**config.mk**
```make
export PLATFORM = sky130hd
export DESIGN_NAME = icache
export DESIGN_NICKNAME = d
export VERILOG_FILES = /design/src/rtl/icache_pkg.sv /design/src/rtl/icache_line_array.sv /design/src/rtl/icache.sv
export SDC_FILE = /design/constraint.sdc
export NUM_CORES = 2
export LEC_CHECK = 0
export ABC_CLOCK_PERIOD_IN_PS = 5120
export CAP_MARGIN = 10
export CORE_ASPECT_RATIO = 1.5
export CORE_MARGIN = 5
export CORE_UTILIZATION = 55
export CTS_BUF_LIST = sky130_fd_sc_hd__clkbuf_8 sky130_fd_sc_hd__clkbuf_16
export CTS_CLUSTER_DIAMETER = 120
export DETAILED_ROUTE_END_ITERATION = 12
export PLACE_DENSITY = 0.72
export SETUP_SLACK_MARGIN = 0.1
export SLEW_MARGIN = 0
export SYNTH_ARGS = -nofsm -noshare
export SYNTH_HDL_FRONTEND = slang
export SYNTH_SLANG_ARGS = --single-unit
```
**constraint.sdc**
```tcl
create_clock -name clk -period 5.12 [get_ports clk]
set_clock_uncertainty 0.1 [all_clocks]
set_input_delay 1.28 -clock clk [delete_from_list [all_inputs] [get_ports clk]]
set_output_delay 1.28 -clock clk [all_outputs]
set_load 0.05 [all_outputs]
```
**src/rtl/icache_pkg.sv**
```systemverilog
// icache_pkg: shared FSM encoding and default geometry for the instruction cache.
package icache_pkg;
  localparam int ICACHE_LINE_WORDS = 4;
  localparam int ICACHE_NUM_LINES  = 16;
  typedef enum logic [2:0] {IC_IDLE, IC_LOOKUP, IC_REFILL_REQ, IC_REFILL_WAIT, IC_RESP} icache_state_t;
endpackage

```
**src/rtl/icache_line_array.sv**
```systemverilog
// icache_line_array: tag/valid/data storage with one write port and async read by index.
module icache_line_array
  import icache_pkg::*;
#(
  parameter int DATA_WIDTH = 32,
  parameter int TAG_WIDTH  = 24,
  parameter int LINE_WORDS = ICACHE_LINE_WORDS,
  parameter int NUM_LINES  = ICACHE_NUM_LINES,
  localparam int OW = $clog2(LINE_WORDS),
  localparam int IW = $clog2(NUM_LINES)
) (
  input  logic                  clk,
  input  logic                  rst_n,
  input  logic                  valid_clear_all,
  input  logic                  word_we,
  input  logic [IW-1:0]         wr_index,
  input  logic [OW-1:0]         wr_offset,
  input  logic [DATA_WIDTH-1:0] wr_data,
  input  logic                  tag_we,
  input  logic [TAG_WIDTH-1:0]  wr_tag,
  input  logic [IW-1:0]         rd_index,
  input  logic [OW-1:0]         rd_offset,
  output logic                  rd_valid,
  output logic [TAG_WIDTH-1:0]  rd_tag,
  output logic [DATA_WIDTH-1:0] rd_data
);
  logic [NUM_LINES-1:0]  valid;
  logic [TAG_WIDTH-1:0]  tags [NUM_LINES];
  logic [DATA_WIDTH-1:0] data [NUM_LINES][LINE_WORDS];
  always_ff @(posedge clk) begin
    if (!rst_n || valid_clear_all) valid <= '0;
    else if (tag_we) valid[wr_index] <= 1'b1;
    if (tag_we) tags[wr_index] <= wr_tag;
    if (word_we) data[wr_index][wr_offset] <= wr_data;
  end
  assign rd_valid = valid[rd_index];
  assign rd_tag   = tags[rd_index];
  assign rd_data  = data[rd_index][rd_offset];
endmodule

```
**src/rtl/icache.sv**
```systemverilog
// icache: direct-mapped read-only instruction cache; misses refill a whole line one word per beat.
module icache
  import icache_pkg::*;
#(
  parameter int ADDR_WIDTH = 32,
  parameter int DATA_WIDTH = 32,
  parameter int LINE_WORDS = ICACHE_LINE_WORDS,
  parameter int NUM_LINES  = ICACHE_NUM_LINES
) (
  input  logic                  clk,
  input  logic                  rst_n,
  input  logic                  req_valid,
  input  logic [ADDR_WIDTH-1:0] req_addr,
  output logic                  resp_ready,
  output logic                  resp_valid,
  output logic [DATA_WIDTH-1:0] resp_data,
  input  logic                  flush,
  output logic                  mem_req_valid,
  input  logic                  mem_req_ready,
  output logic [ADDR_WIDTH-1:0] mem_req_addr,
  input  logic                  mem_resp_valid,
  input  logic [DATA_WIDTH-1:0] mem_resp_data,
  output logic [31:0]           hit_count,
  output logic [31:0]           miss_count
);
  localparam int OW = $clog2(LINE_WORDS);
  localparam int IW = $clog2(NUM_LINES);
  localparam int TW = ADDR_WIDTH - 2 - OW - IW;
  icache_state_t         state;
  logic [ADDR_WIDTH-3:0] addr_q;
  logic [OW-1:0]         beat;
  logic [TW-1:0]         rd_tag;
  logic [DATA_WIDTH-1:0] rd_data;
  logic flush_pending, rd_valid, hit, going_idle, clear_all, word_we, tag_we, unused_addr_bits;
  assign hit              = rd_valid && rd_tag == addr_q[ADDR_WIDTH-3 -: TW];
  assign going_idle       = (state == IC_LOOKUP && hit) || state == IC_RESP;
  // a flush seen mid-access is deferred until the access has finished installing its line
  assign clear_all        = (state == IC_IDLE && flush) || (going_idle && (flush || flush_pending));
  assign word_we          = state == IC_REFILL_WAIT && mem_resp_valid;
  assign tag_we           = word_we && &beat;
  assign unused_addr_bits = ^req_addr[1:0];
  icache_line_array #(
    .DATA_WIDTH(DATA_WIDTH), .TAG_WIDTH(TW), .LINE_WORDS(LINE_WORDS), .NUM_LINES(NUM_LINES)
  ) u_lines (
    .clk(clk), .rst_n(rst_n), .valid_clear_all(clear_all),
    .word_we(word_we), .wr_index(addr_q[OW +: IW]), .wr_offset(beat), .wr_data(mem_resp_data),
    .tag_we(tag_we), .wr_tag(addr_q[ADDR_WIDTH-3 -: TW]),
    .rd_index(addr_q[OW +: IW]), .rd_offset(addr_q[OW-1:0]),
    .rd_valid(rd_valid), .rd_tag(rd_tag), .rd_data(rd_data)
  );
  always_ff @(posedge clk) begin
    if (!rst_n) begin
      state         <= IC_IDLE;
      addr_q        <= '0;
      beat          <= '0;
      flush_pending <= 1'b0;
      resp_ready    <= 1'b1;
      resp_valid    <= 1'b0;
      resp_data     <= '0;
      mem_req_valid <= 1'b0;
      mem_req_addr  <= '0;
      hit_count     <= '0;
      miss_count    <= '0;
    end else begin
      resp_valid    <= 1'b0;
      flush_pending <= going_idle ? 1'b0 : flush_pending | (flush && state != IC_IDLE);
      case (state)
        IC_IDLE: if (req_valid) begin
          addr_q     <= req_addr[ADDR_WIDTH-1:2];
          resp_ready <= 1'b0;
          state      <= IC_LOOKUP;
        end
        IC_LOOKUP: if (hit) begin
          resp_data  <= rd_data;
          resp_valid <= 1'b1;
          resp_ready <= 1'b1;
          hit_count  <= hit_count + 32'd1;
          state      <= IC_IDLE;
        end else begin
          miss_count    <= miss_count + 32'd1;
          beat          <= '0;
          mem_req_valid <= 1'b1;
          mem_req_addr  <= {addr_q[ADDR_WIDTH-3:OW], {OW{1'b0}}, 2'b00};
          state         <= IC_REFILL_REQ;
        end
        IC_REFILL_REQ: if (mem_req_ready) begin
          mem_req_valid <= 1'b0;
          state         <= IC_REFILL_WAIT;
        end
        IC_REFILL_WAIT: if (mem_resp_valid) begin
          if (&beat) state <= IC_RESP;
          else begin
            beat          <= beat + 1'b1;
            mem_req_valid <= 1'b1;
            mem_req_addr  <= {addr_q[ADDR_WIDTH-3:OW], beat + 1'b1, 2'b00};
            state         <= IC_REFILL_REQ;
          end
        end
        IC_RESP: begin
          resp_data  <= rd_data;
          resp_valid <= 1'b1;
          resp_ready <= 1'b1;
          state      <= IC_IDLE;
        end
        default: state <= IC_IDLE;
      endcase
    end
  end
endmodule

```
==> out/metrics.csv <==
stage,metric,value,unit
synth,number of synthesized flops with an enable pin,2432,
floorplanning,I/O pins,201,
critical_path,Critical Path End Type,register,
synth,Mapped Area,101000,um2
power,leakage,0.0351,uW
min_path,min-delay worst type,reg -> reg,
routing,Vias,48992,
sta,Setup TNS,0,ns
routing,routed vias/inst,6.51,
synth,sequential area share after synthesis,76.0,%
clock_network,clk sink count,2615,
finish,final net count,5000,
routing,Total Routed Length,244000,um
clock_network,Post-CTS Hold Buffers,0,
sta,Final Max Tran Viols,0,
clock_network,TritonCTS buffer count,223,
finish,most frequent cells in the layout,"edfxtp_1, mux4_2, nand2_1",
sta,Fmax achieved,0.220,GHz
synth,Area contributors post-synth,"edfxtp_1, mux4_2, dfxtp_1",
critical_path,r2r setup slk,0.58,ns
routing,routed len/inst,32.4,um
routing,Detail Route Antenna Nets,0,
finish,final instance area,114000,um2
power,worst ir drop on vdd,0.263,mV
clock_network,worst-skew pair later-pin latency,0.85,ns
critical_path,crit-path max FO,73,
placement,hpwl dp,137000,um
critical_path,Setup CP Type,reg -> reg,
finish,register area,76700,um2
synth,Gate Count Post-Synth,4609,
global_routing,initial antenna violation count,15,
sta,Final Critical Period,4.54,ns
min_path,hold-critical path depth,2,
finish,Synth-to-Final Area Change,13.0,%
synth,Synth Flop Type,edfxtp_1,
routing,DRT iter0 DRCs,6071,
sta,RSZ-0062 raised after global routing,false,
global_routing,Tot GR Track Use,25.3,%
clock_network,H-tree depth,4,
clock_network,CTS clock-pin slew for the worst setup and hold paths,0.06,ns
sta,Slew @ Worst Pin,1.25,ns
finish,filler instances,12083,
critical_path,CP arrival,5.20,ns
finish,layout cell share with drive strength beyond 1,26.2,%
clock_network,CTS tree,done,
synth,"Async S/R FF share, synth",0,%
floorplanning,Die Y,535,um
synth,Yosys top cell area share,72.4,%
global_routing,vias in the first global route,50257,
run,Max Cap Viol,0,
min_path,hold path endpoint,mem_req_addr[26]$_SDFFE_PN0P_,
sta,final setup fails,0,
floorplanning,die area,192000,um2
synth,Synth Register Bits,2615,
synth,post-synth top area cell,edfxtp_1,
synth,Synth warnings,0,
finish,area occupied by multi-input gates,23400,um2
placement,Final Wtd Congestion,0.855,
sta,"Hold Violations, Final",0,
floorplanning,Core Footprint,183000,um2
clock_network,Root Buffer,clkbuf_16,
global_routing,largest net degree at the start of global routing,149,
critical_path,CP required,5.78,ns
sta,Worst slew margin,16.7,%
routing,drc violations,0,
critical_path,Reg2Reg Capture Point,hit_count[2]$_SDFFE_PN0P_,
placement,count of input and output buffers,196,
synth,Yosys cell types,69,
power,pwr/cell area,375,nW/um2
synth,mean area per synthesized cell,21.9,um2
min_path,HP Start,mem_req_addr[26]$_SDFFE_PN0P_,
floorplanning,FP Rows,192,
critical_path,nature of the critical path startpoint,register,
clock_network,PostCTS Resize Cnt,0,
clock_network,clock buffer depth,4,
routing,1st-pass router iterations,5,
critical_path,Worst Reg-to-Reg Cells,10,
sta,fin crit share,88.7,%
run_status,outcome,finished clean,
finish,"most common cell after layout, fill and taps aside",edfxtp_1,
global_routing,first-pass GRT wire length,353000,um
clock_network,Post-CTS Setup Bufs,0,
floorplanning,initial core utilization,55.3,%
global_routing,Overflow after GRT,0,
placement,Area after DPL,107000,um2
floorplanning,die width,360,um
-- stage by stage --
step,utilization (%),total power (uW),setup slack [ns],instances,hold slack (ns)
after floorplan,-,25800,0.280,4610,0.335
after global placement,58.6,26800,0.629,7124,0.341
after detailed placement,58.6,26800,0.607,7124,0.346
after CTS,62.5,43000,0.628,7526,0.358
after global routing,62.5,44100,0.381,7531,0.384
final,62.5,42800,0.579,7531,0.359
-- routing by layer --
layer	share of wire (%)	up-vias	GRT usage [%]
li1	-	19952	-
met2	53	2377	45.0
met5	0.020	-	0
met1	36	26227	32.7
met3	7.1	428	3.52
met4	3.2	8	7.77
-- final cells by class --
type / count / area share (%)
tap: 2425 / 2.66
antenna: 5 / 0.0110
clock buffer: 232 / 5.03
multi-input combinational: 1714 / 20.5
timing repair buffer: 351 / 3.29
sequential: 2615 / 67.3
inverter: 19 / 0.0691
clock inverter: 170 / 1.14
-- worst max-delay path by stage --
stage / to / slack [ns] / depth (start not counted)
after floorplan: u_lines.data[11][0]$_DFFE_PP_ / 0.28 / 4
after CTS: hit_count[21]$_SDFFE_PN0P_ / 0.63 / 11
after global placement: hit_count[2]$_SDFFE_PN0P_ / 0.63 / 10
after global routing: hit_count[23]$_SDFFE_PN0P_ / 0.38 / 11
after detailed placement: hit_count[2]$_SDFFE_PN0P_ / 0.61 / 11
final: hit_count[2]$_SDFFE_PN0P_ / 0.58 / 10
-- kinds of logic (layout without fill, tap and decap cells) --
group,after synthesis,in the layout,synth area share [%]
other,1,7,0.00372
multiplexers,913,913,18.3
buffers and inverters,281,772,1.27
XOR/XNOR,19,19,0.165
adder cells (fa/ha/maj),6,6,0.0744
AO/OA/AOI/OAI,225,225,1.62
flip-flops,2615,2615,76.0
AND/OR/NAND/NOR,549,549,2.56
-- sequential cells by signal, summed over array words and instances (netlist names), named ones only --
name,count
addr_q,30
beat,1
flush_pending,1
hit_count,32
mem_req_addr,29
mem_req_valid,1
miss_count,32
resp_data,32
resp_ready,1
resp_valid,1
state,3
u_lines.data,2048
u_lines.tags,384
u_lines.valid,16
-- critical path, stage by stage, from the launching register on --
cell and delay [ns]:
dfxtp_4 0.76, buf_12 0.43, nor2b_1 0.24, a221oi_1 0.62, xor2_1 0.15, o31a_1 0.33, or4b_4 0.53, or3_2 0.45
buf_12 0.21, or4_1 0.43, a21oi_1 0.15
-- where the power goes --
group	internal (uW)	leakage [uW]	switching (uW)
Combinational	1240	0.00806	1570
Sequential	23400	0.0234	134
Clock	9150	0.00364	7300
-- cells in the mapped netlist, types with 5 or more instances --
library cell and number:
a31oi_1 6, nand2_1 268, a21oi_1 49, a211oi_1 5
o211ai_1 12, and4_1 10, buf_6 10, dfxtp_1 183
buf_2 74, xor2_1 10, and3_1 18, or4_1 11
nor3_1 9, a221oi_1 5, nand4_1 25, ha_1 6
a22oi_1 5, nor2_1 85, or2_2 5, o311ai_1 27
o22ai_1 19, edfxtp_1 2432, o41ai_1 31, o311ai_0 6
nand2b_1 56, mux2_2 26, o21ai_0 10, xnor2_1 9
mux2i_1 145, clkbuf_1 155, nand3_1 25, o21a_1 19
inv_1 18, buf_1 10, nor2b_1 14, mux4_2 741
buf_4 11
(Power assumes the default switching activity.)
